===== src/rtl/keypad_scanner.sv =====
// keypad_scanner: column-scanning front end for a 4x4 active-low matrix keypad.
// Drives one column at a time, synchronises and debounces the rows, and emits
// a single-cycle key_valid per accepted press plus a key_held level.
module keypad_scanner #(
  parameter int unsigned SCAN_DIV = 1000,
  parameter int unsigned DEBOUNCE = 4
) (
  input  logic       clk,
  input  logic       rst,
  input  logic [3:0] row_n,
  output logic [3:0] col_n,
  output logic [5:0] key_code,
  output logic       key_valid,
  output logic       key_held
);

  localparam int unsigned CNT_W = (SCAN_DIV > 1) ? $clog2(SCAN_DIV) : 1;
  localparam int unsigned DB_W  = $clog2(DEBOUNCE + 1);
  localparam logic [CNT_W-1:0] CNT_LAST  = CNT_W'(SCAN_DIV - 1);
  localparam logic [DB_W-1:0]  DB_TARGET = DB_W'(DEBOUNCE);

  typedef enum logic [1:0] {
    ST_SCAN,
    ST_DEBOUNCE,
    ST_HELD
  } state_t;

  state_t           state_q;
  logic [3:0]       sync1_q;
  logic [3:0]       rs_q;
  logic [CNT_W-1:0] cnt_q;
  logic [CNT_W-1:0] cnt_d;
  logic [DB_W-1:0]  match_q;
  logic [DB_W-1:0]  match_d;
  logic [DB_W-1:0]  rel_q;
  logic [DB_W-1:0]  rel_d;
  logic [1:0]       col_idx_q;
  logic [3:0]       col_n_q;
  logic [3:0]       cand_rows_q;
  logic [1:0]       cand_col_q;
  logic [5:0]       key_code_q;
  logic             key_valid_q;
  logic             key_held_q;
  logic             sample_c;
  logic             valid_pat_c;

  // Sample point, single-key pattern check and counter increments.
  always_comb begin
    sample_c    = (cnt_q == CNT_LAST);
    valid_pat_c = $onehot(~rs_q);
    cnt_d       = sample_c ? '0 : CNT_W'(cnt_q + CNT_W'(1));
    match_d     = DB_W'(match_q + DB_W'(1));
    rel_d       = DB_W'(rel_q + DB_W'(1));
  end

  // Two-flop row synchroniser; idle value is all rows high.
  always_ff @(posedge clk or posedge rst) begin
    if (rst) begin
      sync1_q <= 4'b1111;
      rs_q    <= 4'b1111;
    end else begin
      sync1_q <= row_n;
      rs_q    <= sync1_q;
    end
  end

  // Free-running dwell counter, wraps every SCAN_DIV cycles.
  always_ff @(posedge clk or posedge rst) begin
    if (rst) begin
      cnt_q <= '0;
    end else begin
      cnt_q <= cnt_d;
    end
  end

  // Scan / debounce / hold state machine with registered outputs.
  always_ff @(posedge clk or posedge rst) begin
    if (rst) begin
      state_q     <= ST_SCAN;
      match_q     <= '0;
      rel_q       <= '0;
      col_idx_q   <= 2'd0;
      col_n_q     <= 4'b1110;
      cand_rows_q <= 4'b1111;
      cand_col_q  <= 2'd0;
      key_code_q  <= 6'd0;
      key_valid_q <= 1'b0;
      key_held_q  <= 1'b0;
    end else begin
      key_valid_q <= 1'b0;
      if (sample_c) begin
        case (state_q)
          ST_SCAN: begin
            if (valid_pat_c) begin
              cand_rows_q <= rs_q;
              cand_col_q  <= col_idx_q;
              match_q     <= '0;
              state_q     <= ST_DEBOUNCE;
            end else begin
              col_idx_q <= col_idx_q + 2'd1;
              col_n_q   <= {col_n_q[2:0], col_n_q[3]};
            end
          end
          ST_DEBOUNCE: begin
            if (rs_q == cand_rows_q) begin
              if (match_d == DB_TARGET) begin
                key_code_q  <= {cand_col_q, cand_rows_q};
                key_valid_q <= 1'b1;
                key_held_q  <= 1'b1;
                rel_q       <= '0;
                state_q     <= ST_HELD;
              end else begin
                match_q <= match_d;
              end
            end else begin
              state_q   <= ST_SCAN;
              col_idx_q <= col_idx_q + 2'd1;
              col_n_q   <= {col_n_q[2:0], col_n_q[3]};
            end
          end
          ST_HELD: begin
            if (rs_q == 4'b1111) begin
              if (rel_d == DB_TARGET) begin
                key_held_q <= 1'b0;
                state_q    <= ST_SCAN;
                col_idx_q  <= col_idx_q + 2'd1;
                col_n_q    <= {col_n_q[2:0], col_n_q[3]};
              end else begin
                rel_q <= rel_d;
              end
            end else begin
              rel_q <= '0;
            end
          end
          default: begin
            state_q <= ST_SCAN;
          end
        endcase
      end
    end
  end

  assign col_n     = col_n_q;
  assign key_code  = key_code_q;
  assign key_valid = key_valid_q;
  assign key_held  = key_held_q;

endmodule


===== config.mk =====
export PLATFORM = sky130hd
export DESIGN_NAME = keypad_scanner
export DESIGN_NICKNAME = d
export VERILOG_FILES = /design/src/rtl/keypad_scanner.sv
export SDC_FILE = /design/constraint.sdc
export NUM_CORES = 1
export LEC_CHECK = 0
export BUFFER_PORTS_ARGS = -buffer_cell sky130_fd_sc_hd__buf_2
export CORE_MARGIN = 2
export CORE_UTILIZATION = 52
export DETAILED_ROUTE_END_ITERATION = 10
export PLACE_DENSITY_LB_ADDON = 0.05
export SYNTH_ARGS = -nofsm -noshare
export SYNTH_HDL_FRONTEND = slang
export SYNTH_SLANG_ARGS = --single-unit

===== constraint.sdc =====
create_clock -name clk -period 2.95 [get_ports clk]
set_input_delay 0.295 -clock clk [delete_from_list [all_inputs] [get_ports clk]]
set_output_delay 0.295 -clock clk [all_outputs]
set_load 0.05 [all_outputs]

==> flow_summary.yaml <==
finish:
  final_layout_size_suffix_gt1_frac: 0.365
  areaGrowthSynthToFinish_pct: 14.7
  nets: 214
  layout_common_cells: "31 x dfrtp_1, 17 x buf_2, 16 x mux2_2, 15 x dfstp_2, 9 x nor2_1"
  finish.utilization: 0.608
  antenna_cells: 0
  mostFrequentLayoutCell: "dfrtp_1"
global_route:
  grt_max_degree: 27
  grt_pass1_vias: 1419
  grt_pass1_wl_um: 6180
  antenna_found_initial: 0
  grt_usage: 0.185
  overflow: 0
timing:
  final_hold_viol_count: 0
  final_max_slew_viol_count: 0
  min_period_ns: 2.86
  finalClockSkew_ns: 0.00650
  fin_crit_sh: 0.969
  fin_setup_tns_ns: 0
  final-setup-viol-count: 0
  relSlewSlack: 0.509
  tightestPinTransition_ns: 0.732
  fmax_ghz: 0.350
die:
  initial_core_util: 0.531
  dieWidth_um: 67.4
  fp-row-count: 23
  pin_count: 18
  fp.coreArea_um2: 3940
  design.die.area_um2: 4550
  die_y_um: 67.4
detailed_routing:
  drc: 0
  wl_um: 3680
  drtIter0Drc: 69
  vias: 1355
  ant_nets: 0
  wl_per_cell_um: 14.7
  vias_per_cell: 5.42
  drt_first_pass_iters: 4
worst_hold_path:
  hp-class: "in -> async"
synth:
  async_flop_share: 1.00
  synthesis.nets: 185
  yosysUniqueCellTypes: 42
  synth_edf_count: 0
  synth-simple-area-share: 0.129
  syn_area_per_cell_um2: 12.3
  netlist_area_um2: 2090
  synth_compound_area_frac: 0.0951
  synth-main-ff-cell: "dfrtp_1"
  synth_mux_area_frac: 0.0861
  synth_fa_ha_area_frac: 0.0574
  ys_seq_area_frac: 0.559
  synth_top_family_by_area: "simple AND/OR/NAND/NOR gates"
  synth-xor-area-share: 0.0502
  ys_seq_elements: 46
  synthCells: 170
  yosysWarnings: 0
critical_path:
  cp.required_ns: 3.18
  cpPeakStageDelay_ns: 0.53
  startpoint_type: "flop"
  end_kind: "flop"
  critPathMaxFanout: 3
  arrival_ns: 3.09
  path_cells: "fa_1 -> inv_1 -> ha_1 -> ha_1 -> or4b_4 -> a221o_1 -> or3_4 -> o21ai_1"
  reg2reg_slack_ns: 0.09
  crit_buf_inv: 1
  cp_common_cell: "ha_1"
  path_class: "reg -> reg"
  cp_slowest_cell: "fa_1"
  critical-path-top-delay-family: "adder cells"
power:
  p_clk_frac: 0.387
  switching_share: 0.218
  internal_power_mw: 0.876
  comb_power_share: 0.038
  p_seq_frac: 0.575
  p_per_area_nw_per_um2: 467
  ir_drop_mv: 0.333
  power.switching_mw: 0.244
  leakagePower_nw: 1.12
outcome:
  status: "completed"
clock_network:
  cts_buffers: 5
  cts_tree: "done"
  htree_levels: 2
  ctsRootBufferMaster: "clkbuf_8"
  numClockSinks: 46
  clkSlewWorstSetupHoldPaths_ns: 0.09
  cts_hold_buffers: 0
  clkLatencyLatePin_ns: 0.30
  clockBufferDepth: 2
job:
  max-cap-violations: 0
placement:
  gp_congestion: 0.799
  portBuffers: 17
  dp_hpwl_um: 2670
==> cell usage after synthesis (all sizes together) (2+ instances only) <==
cell	instances	area, µm²
o2bb2ai	3	26.3
nor2	9	33.8
ha	8	100
dfstp	15	394
dfrtp	31	776
xor2	7	61.3
nor4	3	25.0
nor3	3	15.0
inv	8	30.0
and3	2	13.8
buf	3	17.5
o211ai	2	15.0
xnor2	5	43.8
nand2	7	26.3
nand2b	4	25.0
and2	3	20.0
mux2	16	180
or3	2	18.8
a22o	2	17.5
o21ai	11	55.1
a21oi	5	36.3
nand3	8	45.0
nor2b	2	12.5
==> stage by stage <==
stage	power [mW]	std cells	setup slack, ns	hold WS [ns]	instance area (µm²)
2_1_floorplan	0.680	170	0.0726	0.299	2090
3_3_place_gp	0.694	240	0.0145	0.347	2270
3_5_place_dp	0.695	240	-0.0611	0.347	2270
4_1_cts	1.14	250	0.0806	0.0267	2390
5_1_grt	1.17	250	-0.000243	0.0522	2400
6_report	1.12	250	0.0909	0.0149	2400
==> sequential cells by signal (all words and copies together), names as in the netlist, 2 cells and up <==
| signal | flops |
|---|---|
| state_q | 2 |
| cand_col_q | 2 |
| rel_q | 3 |
| sync1_q | 4 |
| key_code | 6 |
| match_q | 3 |
| col_n | 4 |
| rs_q | 4 |
| col_idx_q | 2 |
| cnt_q | 10 |
| cand_rows_q | 4 |
==> power groups by stage <==
| stage | logic, mW | registers [mW] | clock network [mW] |
|---|---|---|---|
| finish | 0.0430 | 0.644 | 0.433 |
| global route | 0.0496 | 0.645 | 0.479 |
| CTS | 0.0427 | 0.644 | 0.450 |
| detailed placement | 0.0391 | 0.656 | 0 |
| global placement | 0.0388 | 0.656 | 0 |
| floorplan | 0.0244 | 0.656 | 0 |
==> metal layers <==
metal | vias up | wire length (µm) | global-route usage
met5 | - | 0 | 0
met4 | 0 | 43 | 0.0638
met3 | 6 | 121 | 0.0533
met2 | 26 | 1900 | 0.325
met1 | 670 | 1620 | 0.216
li1 | 653 | - | -
==> worst reg2reg max path, cell delays in order (launching register included) <==
cell and delay [ns]:
dfstp_2 0.39, fa_1 0.53, inv_1 0.04, ha_1 0.17
ha_1 0.28, or4b_4 0.53, a221o_1 0.38, or3_4 0.36
o21ai_1 0.12
==> cell type report <==
class / count / area [µm²]
inverters: 8 / 30.0
clock inverters: 2 / 15.0
flip-flops and latches: 46 / 1170
well taps: 50 / 62.6
multi-input cells: 113 / 882
repair buffers: 25 / 145
clock buffers: 6 / 93.8
fillers: 314 / 1540
==> repair_timing <==
action	4_1_cts	5_1_grt
pin swaps	1	0
setup buffers	2	0
setup endpoints to repair	3	1
resized for setup	1	1
==> cells by family after synthesis <==
logic type | Yosys count
muxes | 16
buffers and inverters | 11
adders and majority gates | 9
DFF | 46
and+or+nand+nor | 47
xor gates and xnor gates | 12
AOI/OAI and AO/OA | 29
==> final timing paths <==
path | from | end | depth (start not counted)
setup / recovery | rs_q[0] | match_q[0] | 8
hold / removal | rst | match_q[0] | 2
setup reg to reg | rs_q[0] | match_q[0] | 8
hold reg to reg | sync1_q[1] | rs_q[1] | 0
max in group asynchronous | rst | rs_q[0] | 3
min in group clk | row_n[2] | sync1_q[2] | 1
Power figures use the tool's default switching activity.
